[config.mk]
export PLATFORM = sky130hd
export DESIGN_NAME = uart_rx_capture
export DESIGN_NICKNAME = d
export VERILOG_FILES = /design/src/rtl/types_uart_rx_pkg.sv /design/src/rtl/uart_rx_fifo.sv /design/src/rtl/uart_rx_capture.sv
export SDC_FILE = /design/constraint.sdc
export NUM_CORES = 1
export LEC_CHECK = 0
export BUFFER_PORTS_ARGS = -buffer_cell sky130_fd_sc_hd__buf_4
export CAP_MARGIN = 20
export CORE_ASPECT_RATIO = 2
export CORE_MARGIN = 2
export CORE_UTILIZATION = 45
export DETAILED_ROUTE_END_ITERATION = 10
export HOLD_SLACK_MARGIN = 0.1
export PLACE_DENSITY_LB_ADDON = 0.2
export SYNTH_ARGS = -nofsm -noshare
export SYNTH_HDL_FRONTEND = slang
export SYNTH_SLANG_ARGS = --single-unit
[constraint.sdc]
create_clock -name i_clk -period 6 [get_ports i_clk]
set_clock_uncertainty 0.05 [all_clocks]
set_input_delay 1.2 -clock i_clk [delete_from_list [all_inputs] [get_ports i_clk]]
set_output_delay 1.2 -clock i_clk [all_outputs]
set_load 0.1 [all_outputs]
[src/rtl/types_uart_rx_pkg.sv]
// types_uart_rx_pkg: shared FSM state type, oversampling constants and majority helper for the UART receiver
package types_uart_rx_pkg;
    typedef enum logic [2:0] {IDLE, START, DATA, PARITY, STOP, BREAK} rx_state_t;
    localparam int OVERSAMPLE   = 8;
    localparam int SAMPLE_EARLY = 3;
    localparam int SAMPLE_MID   = 4;
    localparam int SAMPLE_LATE  = 5;
    function automatic logic maj3(input logic [2:0] s);
        return (s[0] & s[1]) | (s[0] & s[2]) | (s[1] & s[2]);
    endfunction
endpackage

[src/rtl/uart_rx_fifo.sv]
// uart_rx_fifo: sync byte FIFO; push/full in, pop/valid/head out, level = occupancy, head registered from the read pointer
module uart_rx_fifo #(
    parameter int LOG2_DEPTH = 4
) (
    input  logic                clk,
    input  logic                rst_n,
    input  logic                push,
    input  logic [7:0]          push_data,
    input  logic                pop,
    output logic                full,
    output logic                valid,
    output logic [7:0]          head,
    output logic [LOG2_DEPTH:0] level
);
    localparam int DEPTH = 1 << LOG2_DEPTH;
    logic [7:0] mem [DEPTH];
    logic [LOG2_DEPTH:0] wr_ptr, rd_ptr, rd_nxt;
    logic pop_do, push_do;
    assign level   = wr_ptr - rd_ptr;
    assign valid   = level != '0;
    assign full    = level[LOG2_DEPTH];
    assign pop_do  = pop & valid;
    assign push_do = push & (~full | pop_do);
    assign rd_nxt  = rd_ptr + {{LOG2_DEPTH{1'b0}}, pop_do};
    always_ff @(posedge clk)
        if (push_do) mem[wr_ptr[LOG2_DEPTH-1:0]] <= push_data;
    // a byte written into the slot that becomes the head must bypass the array
    always_ff @(posedge clk or negedge rst_n)
        if (!rst_n) begin
            wr_ptr <= '0;
            rd_ptr <= '0;
            head   <= '0;
        end else begin
            wr_ptr <= wr_ptr + {{LOG2_DEPTH{1'b0}}, push_do};
            rd_ptr <= rd_nxt;
            head   <= (push_do && wr_ptr[LOG2_DEPTH-1:0] == rd_nxt[LOG2_DEPTH-1:0]) ? push_data : mem[rd_nxt[LOG2_DEPTH-1:0]];
        end
endmodule

[src/rtl/uart_rx_capture.sv]
// uart_rx_capture: 8x oversampling UART receiver (8N1) feeding a byte FIFO with saturating error counters
//   in : i_clk, i_nrst (async active-low), i_scaler (clocks per tick, 0 acts as 1), i_rx, i_rd_ready
//   out: o_rd_valid, o_rd_data, o_level, o_frame_err_cnt, o_ovf_cnt, o_busy
//   UART_RX_PARITY_EN adds a parity bit after the data and input i_parity_odd (1 = odd parity)
module uart_rx_capture
    import types_uart_rx_pkg::*;
#(
    parameter int LOG2_DEPTH = 4,
    parameter int CNT_WIDTH  = 16
) (
    input  logic                 i_clk,
    input  logic                 i_nrst,
    input  logic [15:0]          i_scaler,
    input  logic                 i_rx,
    input  logic                 i_rd_ready,
`ifdef UART_RX_PARITY_EN
    input  logic                 i_parity_odd,
`endif
    output logic                 o_rd_valid,
    output logic [7:0]           o_rd_data,
    output logic [LOG2_DEPTH:0]  o_level,
    output logic [CNT_WIDTH-1:0] o_frame_err_cnt,
    output logic [CNT_WIDTH-1:0] o_ovf_cnt,
    output logic                 o_busy
);
    rx_state_t state_q, state_d;
    logic rx_meta, rx_sync, tick, bit_end, sample, maj, frame_ok, frame_bad, push, full, drop, par_err;
    logic [15:0] tick_cnt, tick_max;
    logic [3:0] tick_idx, tick_nxt;
    logic [2:0] samples, bit_idx;
    logic [7:0] shreg;
    assign tick_max  = (i_scaler == 16'd0) ? 16'd0 : i_scaler - 16'd1;
    // >= so that lowering the scaler mid-frame still wraps at the next tick
    assign tick      = tick_cnt >= tick_max;
    assign tick_nxt  = tick_idx + 4'd1;
    assign bit_end   = tick && tick_nxt == 4'(OVERSAMPLE);
    assign sample    = tick && (tick_nxt == 4'(SAMPLE_EARLY) || tick_nxt == 4'(SAMPLE_MID) || tick_nxt == 4'(SAMPLE_LATE));
    assign maj       = maj3(samples);
    assign frame_ok  = state_q == STOP && bit_end && maj && !par_err;
    assign frame_bad = state_q == STOP && bit_end && (!maj || par_err);
    assign drop      = push & full & ~(o_rd_valid & i_rd_ready);
    assign o_busy    = state_q != IDLE;
    always_comb begin
        state_d = state_q;
        case (state_q)
            IDLE:    state_d = rx_sync ? IDLE : START;
            START:   state_d = bit_end ? (maj ? IDLE : DATA) : START;
`ifdef UART_RX_PARITY_EN
            DATA:    state_d = (bit_end && bit_idx == 3'd7) ? PARITY : DATA;
`else
            DATA:    state_d = (bit_end && bit_idx == 3'd7) ? STOP : DATA;
`endif
            PARITY:  state_d = bit_end ? STOP : PARITY;
            STOP:    state_d = bit_end ? (maj ? IDLE : BREAK) : STOP;
            BREAK:   state_d = rx_sync ? IDLE : BREAK;
            default: state_d = IDLE;
        endcase
    end
    always_ff @(posedge i_clk or negedge i_nrst)
        if (!i_nrst) begin
            rx_meta  <= 1'b1;
            rx_sync  <= 1'b1;
            state_q  <= IDLE;
            tick_cnt <= '0;
            tick_idx <= '0;
            samples  <= '0;
            bit_idx  <= '0;
            shreg    <= '0;
            par_err  <= 1'b0;
            push     <= 1'b0;
        end else begin
            rx_meta  <= i_rx;
            rx_sync  <= rx_meta;
            state_q  <= state_d;
            // holding the counters in IDLE aligns sampling to the detected falling edge
            tick_cnt <= (state_q == IDLE || tick) ? 16'd0 : tick_cnt + 16'd1;
            tick_idx <= (state_q == IDLE || bit_end) ? 4'd0 : tick ? tick_nxt : tick_idx;
            push     <= frame_ok;
            if (sample) samples <= {samples[1:0], rx_sync};
            if (state_q == DATA && bit_end) begin
                shreg   <= {maj, shreg[7:1]};
                bit_idx <= bit_idx + 3'd1;
            end
            if (state_q == IDLE) par_err <= 1'b0;
`ifdef UART_RX_PARITY_EN
            if (state_q == PARITY && bit_end) par_err <= maj != (^shreg ^ i_parity_odd);
`endif
        end
    always_ff @(posedge i_clk or negedge i_nrst)
        if (!i_nrst) begin
            o_frame_err_cnt <= '0;
            o_ovf_cnt       <= '0;
        end else begin
            if (frame_bad && ~&o_frame_err_cnt) o_frame_err_cnt <= o_frame_err_cnt + CNT_WIDTH'(1);
            if (drop && ~&o_ovf_cnt) o_ovf_cnt <= o_ovf_cnt + CNT_WIDTH'(1);
        end
    uart_rx_fifo #(.LOG2_DEPTH(LOG2_DEPTH)) u_fifo (
        .clk      (i_clk),
        .rst_n    (i_nrst),
        .push     (push),
        .push_data(shreg),
        .pop      (i_rd_ready),
        .full     (full),
        .valid    (o_rd_valid),
        .head     (o_rd_data),
        .level    (o_level)
    );
endmodule

==> flow_metrics.env <==
export IMPL_outcome="completed"
export IMPL_first_global_vias=6496
export IMPL_critPathTopFamily="adder cells"
export IMPL_yosysWarnings=0
export IMPL_fmax_ghz=0.191
export IMPL_viasPerCell=5.58
export IMPL_drc_errors=0
export IMPL_drt_iter0_drc=281
export IMPL_dieArea_sq_mm=0.0236
export IMPL_cts_num_sinks=218
export IMPL_cp_required_ps=6330
export IMPL_synth_seq_cells=218
export IMPL_regArea_sq_mm=0.00610
export IMPL_hp_class="register to register"
export IMPL_multiInputGateArea_sq_mm=0.00376
export IMPL_clock_latency_ps=500
export IMPL_syn_avg_cell_area_sq_um=13.9
export IMPL_grt_pass1_wl_um=34600
export IMPL_n_antenna_cell=0
export IMPL_placed_area_sq_mm=0.0108
export IMPL_clockBufferDepth=3
export IMPL_worst_setup_path_start_kind="register"
export IMPL_cts_resized=0
export IMPL_die_x_um=110
export IMPL_dp_hpwl_um=15700
export IMPL_synth_ff_type="edfxtp_1"
export IMPL_die_y_um=215
export IMPL_grt_antenna_before_repair=0
export IMPL_grtUsageTotal=0.192
export IMPL_rows=77
export IMPL_synth_cells=724
export IMPL_routed_via_count=6074
export IMPL_cp_common_cell="ha_1"
export IMPL_drt_total_wl_um=21900
export IMPL_relSlewSlack=0.417
export IMPL_nFillCells=1843
export IMPL_drive_gt1_frac=0.224
export IMPL_cts_setup_buffers=0
export IMPL_power_leakage_uw=0.00492
export IMPL_cellPowerDensity_mw_per_mm2=369
export IMPL_postCtsHoldBufs=0
export IMPL_tightest_slew_ps=874
export IMPL_netlist_area_sq_mm=0.0101
export IMPL_dpl_cell_count=1050
export IMPL_hold_violations=0
export IMPL_place_gp_congestion=0.819
export IMPL_period_needed_ps=5230
export IMPL_io_buffers=66
export IMPL_drv_slew=0
export IMPL_final_nets=853
export IMPL_synth_fp_nets=779
export IMPL_cts_root_buf="clkbuf_16"
export IMPL_crit_chain="inv_1 > ha_1 > fa_1 > nor2b_1 > o21ai_0 > a21oi_1 > nand2b_1 > or4b_2 > and2_1 > ha_2 > ha_1 > xor2_1 > nor3_1 > o2111ai_2 > mux2_2"
export IMPL_instances_no_fill=1088
export IMPL_setup_tns_ps=0
export IMPL_wl_per_cell_um=20.2
export IMPL_min_period_over_period=0.871
export IMPL_cp_max_fo=20
export IMPL_grt_max_degree=64
export IMPL_ant_nets=0
export IMPL_slowest_stage="ha_1"
export IMPL_numCtsBuffers=20
export IMPL_ir_worst_vdd_mv=0.339
export IMPL_dr_pass1_iters=4
export IMPL_htreeDepth=1
export IMPL_critPathKind="register to register"
export IMPL_ys_types=60
export IMPL_end_kind="register"
export IMPL_clkSlewWorstSetupHoldPaths_ps=70
export IMPL_grt_ovfl_total=0
export IMPL_finalSetupViolations=0
export IMPL_path_buf_inv=1
export IMPL_syn_to_final_growth_pct=14.6
export IMPL_async_flop_share=0.413
export IMPL_worstPathArrival_ps=5560
export IMPL_ios=67
export IMPL_cpPeakStageDelay_ps=850
export IMPL_rsz0062_at_grt="false"
export IMPL_start_util=0.456
export IMPL_core_sq_mm=0.0221
export IMPL_synth_edf_count=128
export IMPL_tritoncts="done"
export IMPL_yosysSeqAreaShare=0.606
export IMPL_maxCapViolCount=0
export IMPL_design_area_sq_mm=0.0115
==> layout by cell type, fill, tap and decap left out, types with 4 or more instances in the layout <==
cell / n
dfrtp_1: 88
nor2b_1: 6
nand2b_1: 7
mux2_4: 9
inv_1: 20
mux4_2: 32
nor2_1: 48
xnor2_1: 46
and3_1: 23
nor3_1: 15
nand2_1: 69
ha_1: 33
a31oi_1: 8
nand3_1: 32
nand4_1: 22
buf_4: 74
o21ai_0: 5
mux2_2: 15
o2111ai_1: 5
a21oi_1: 10
clkbuf_16: 22
and2_1: 6
a21o_1: 4
xor2_1: 24
edfxtp_1: 128
==> routing by layer <==
| metal | vias up | track usage | part of all wire |
|---|---|---|---|
| met5 | - | 0 | 0 |
| met4 | 0 | 0.0810 | 0.041 |
| met3 | 53 | 0.0220 | 0.032 |
| met2 | 131 | 0.371 | 0.58 |
| met1 | 3083 | 0.200 | 0.34 |
| li1 | 2807 | - | - |
==> kinds of logic after synthesis <==
group | count (synthesis) | share of synthesized area
buffers and inverters | 46 | 0.0202
adder cells (fa/ha/maj) | 36 | 0.0453
multiplexers | 57 | 0.103
flip-flops | 218 | 0.606
AO/OA/AOI/OAI | 47 | 0.0362
XOR/XNOR | 72 | 0.0642
AND/OR/NAND/NOR | 248 | 0.125
==> cell type report <==
cell class / instances / area share
Inverter: 22 / 0.00717
Clock buffer: 26 / 0.0508
Clock inverter: 10 / 0.00782
Sequential cell: 218 / 0.529
Tap cell: 276 / 0.0300
Timing Repair Buffer: 76 / 0.0491
Multi-Input combinational cell: 460 / 0.326
==> flip-flops by register name, summed over array words and instances, names as in the netlist, 4 cells and up <==
signal	cells
o_frame_err_cnt	16
o_ovf_cnt	16
shreg	8
tick_cnt	16
tick_idx	4
u_fifo.head	8
u_fifo.mem	128
u_fifo.rd_ptr	5
u_fifo.wr_ptr	5
==> path summary, 6_finish.rpt <==
kind | startpoint | endpoint | slack (ps) | cells after the start
min | rx_meta$_DFF_PN1_ | rx_sync$_DFF_PN1_ | 310 | 0
min in group asynchronous | i_nrst | o_ovf_cnt[3]$_DFFE_PN0P_ | 570 | 1
min reg2reg | rx_meta$_DFF_PN1_ | rx_sync$_DFF_PN1_ | 310 | 0
max in group asynchronous | i_nrst | u_fifo.head[3]$_DFF_PN0_ | 4160 | 2
max | u_fifo.wr_ptr[0]$_DFF_PN0_ | u_fifo.head[6]$_DFF_PN0_ | 770 | 15
max reg2reg | u_fifo.wr_ptr[0]$_DFF_PN0_ | u_fifo.head[6]$_DFF_PN0_ | 770 | 15
==> synth_stat cells (2+ instances only) <==
| master | number | area share |
|---|---|---|
| clkinv_1 | 2 | 0.00075 |
| and3_1 | 23 | 0.014 |
| clkbuf_1 | 16 | 0.0060 |
| nand2b_1 | 7 | 0.0044 |
| mux2_2 | 15 | 0.017 |
| a21oi_1 | 10 | 0.0050 |
| nor4_1 | 3 | 0.0019 |
| nor2b_1 | 6 | 0.0037 |
| nor3_1 | 15 | 0.0075 |
| nand3b_1 | 3 | 0.0022 |
| nor3b_1 | 2 | 0.0015 |
| dfrtp_1 | 88 | 0.22 |
| o211ai_1 | 2 | 0.0015 |
| edfxtp_1 | 128 | 0.38 |
| o21ai_0 | 5 | 0.0025 |
| a21o_1 | 4 | 0.0030 |
| inv_1 | 20 | 0.0075 |
| nor2_1 | 48 | 0.018 |
| or2_2 | 2 | 0.0012 |
| xnor2_2 | 2 | 0.0032 |
| nand3_1 | 32 | 0.016 |
| dfstp_2 | 2 | 0.0052 |
| ha_1 | 34 | 0.042 |
| a211oi_1 | 2 | 0.0015 |
| buf_2 | 3 | 0.0015 |
| mux4_2 | 32 | 0.072 |
| xnor2_1 | 46 | 0.040 |
| buf_6 | 2 | 0.0022 |
| nand2_1 | 69 | 0.026 |
| xor2_1 | 24 | 0.021 |
| and2_1 | 6 | 0.0037 |
| mux2_4 | 9 | 0.013 |
| a31oi_1 | 8 | 0.0050 |
| o2111ai_1 | 5 | 0.0044 |
| buf_4 | 3 | 0.0022 |
| nand4_1 | 22 | 0.014 |
==> where the power goes <==
group          internal [uW]  switching (uW)
Combinational            402             854
Sequential              1640            61.5
Clock                    741             555
Total                   2780            1470
==> through the flow <==
stage	setup WS, ps	hold WS (ps)	utilization	power, uW
3_5_place_dp	745	308	0.491	3000
6_report	774	313	0.522	4250
5_1_grt	448	321	0.522	4420
3_3_place_gp	966	299	0.491	2970
4_1_cts	731	317	0.522	4300
2_1_floorplan	468	295	-	2700
No activity file was read; power rests on OpenSTA's default activity.
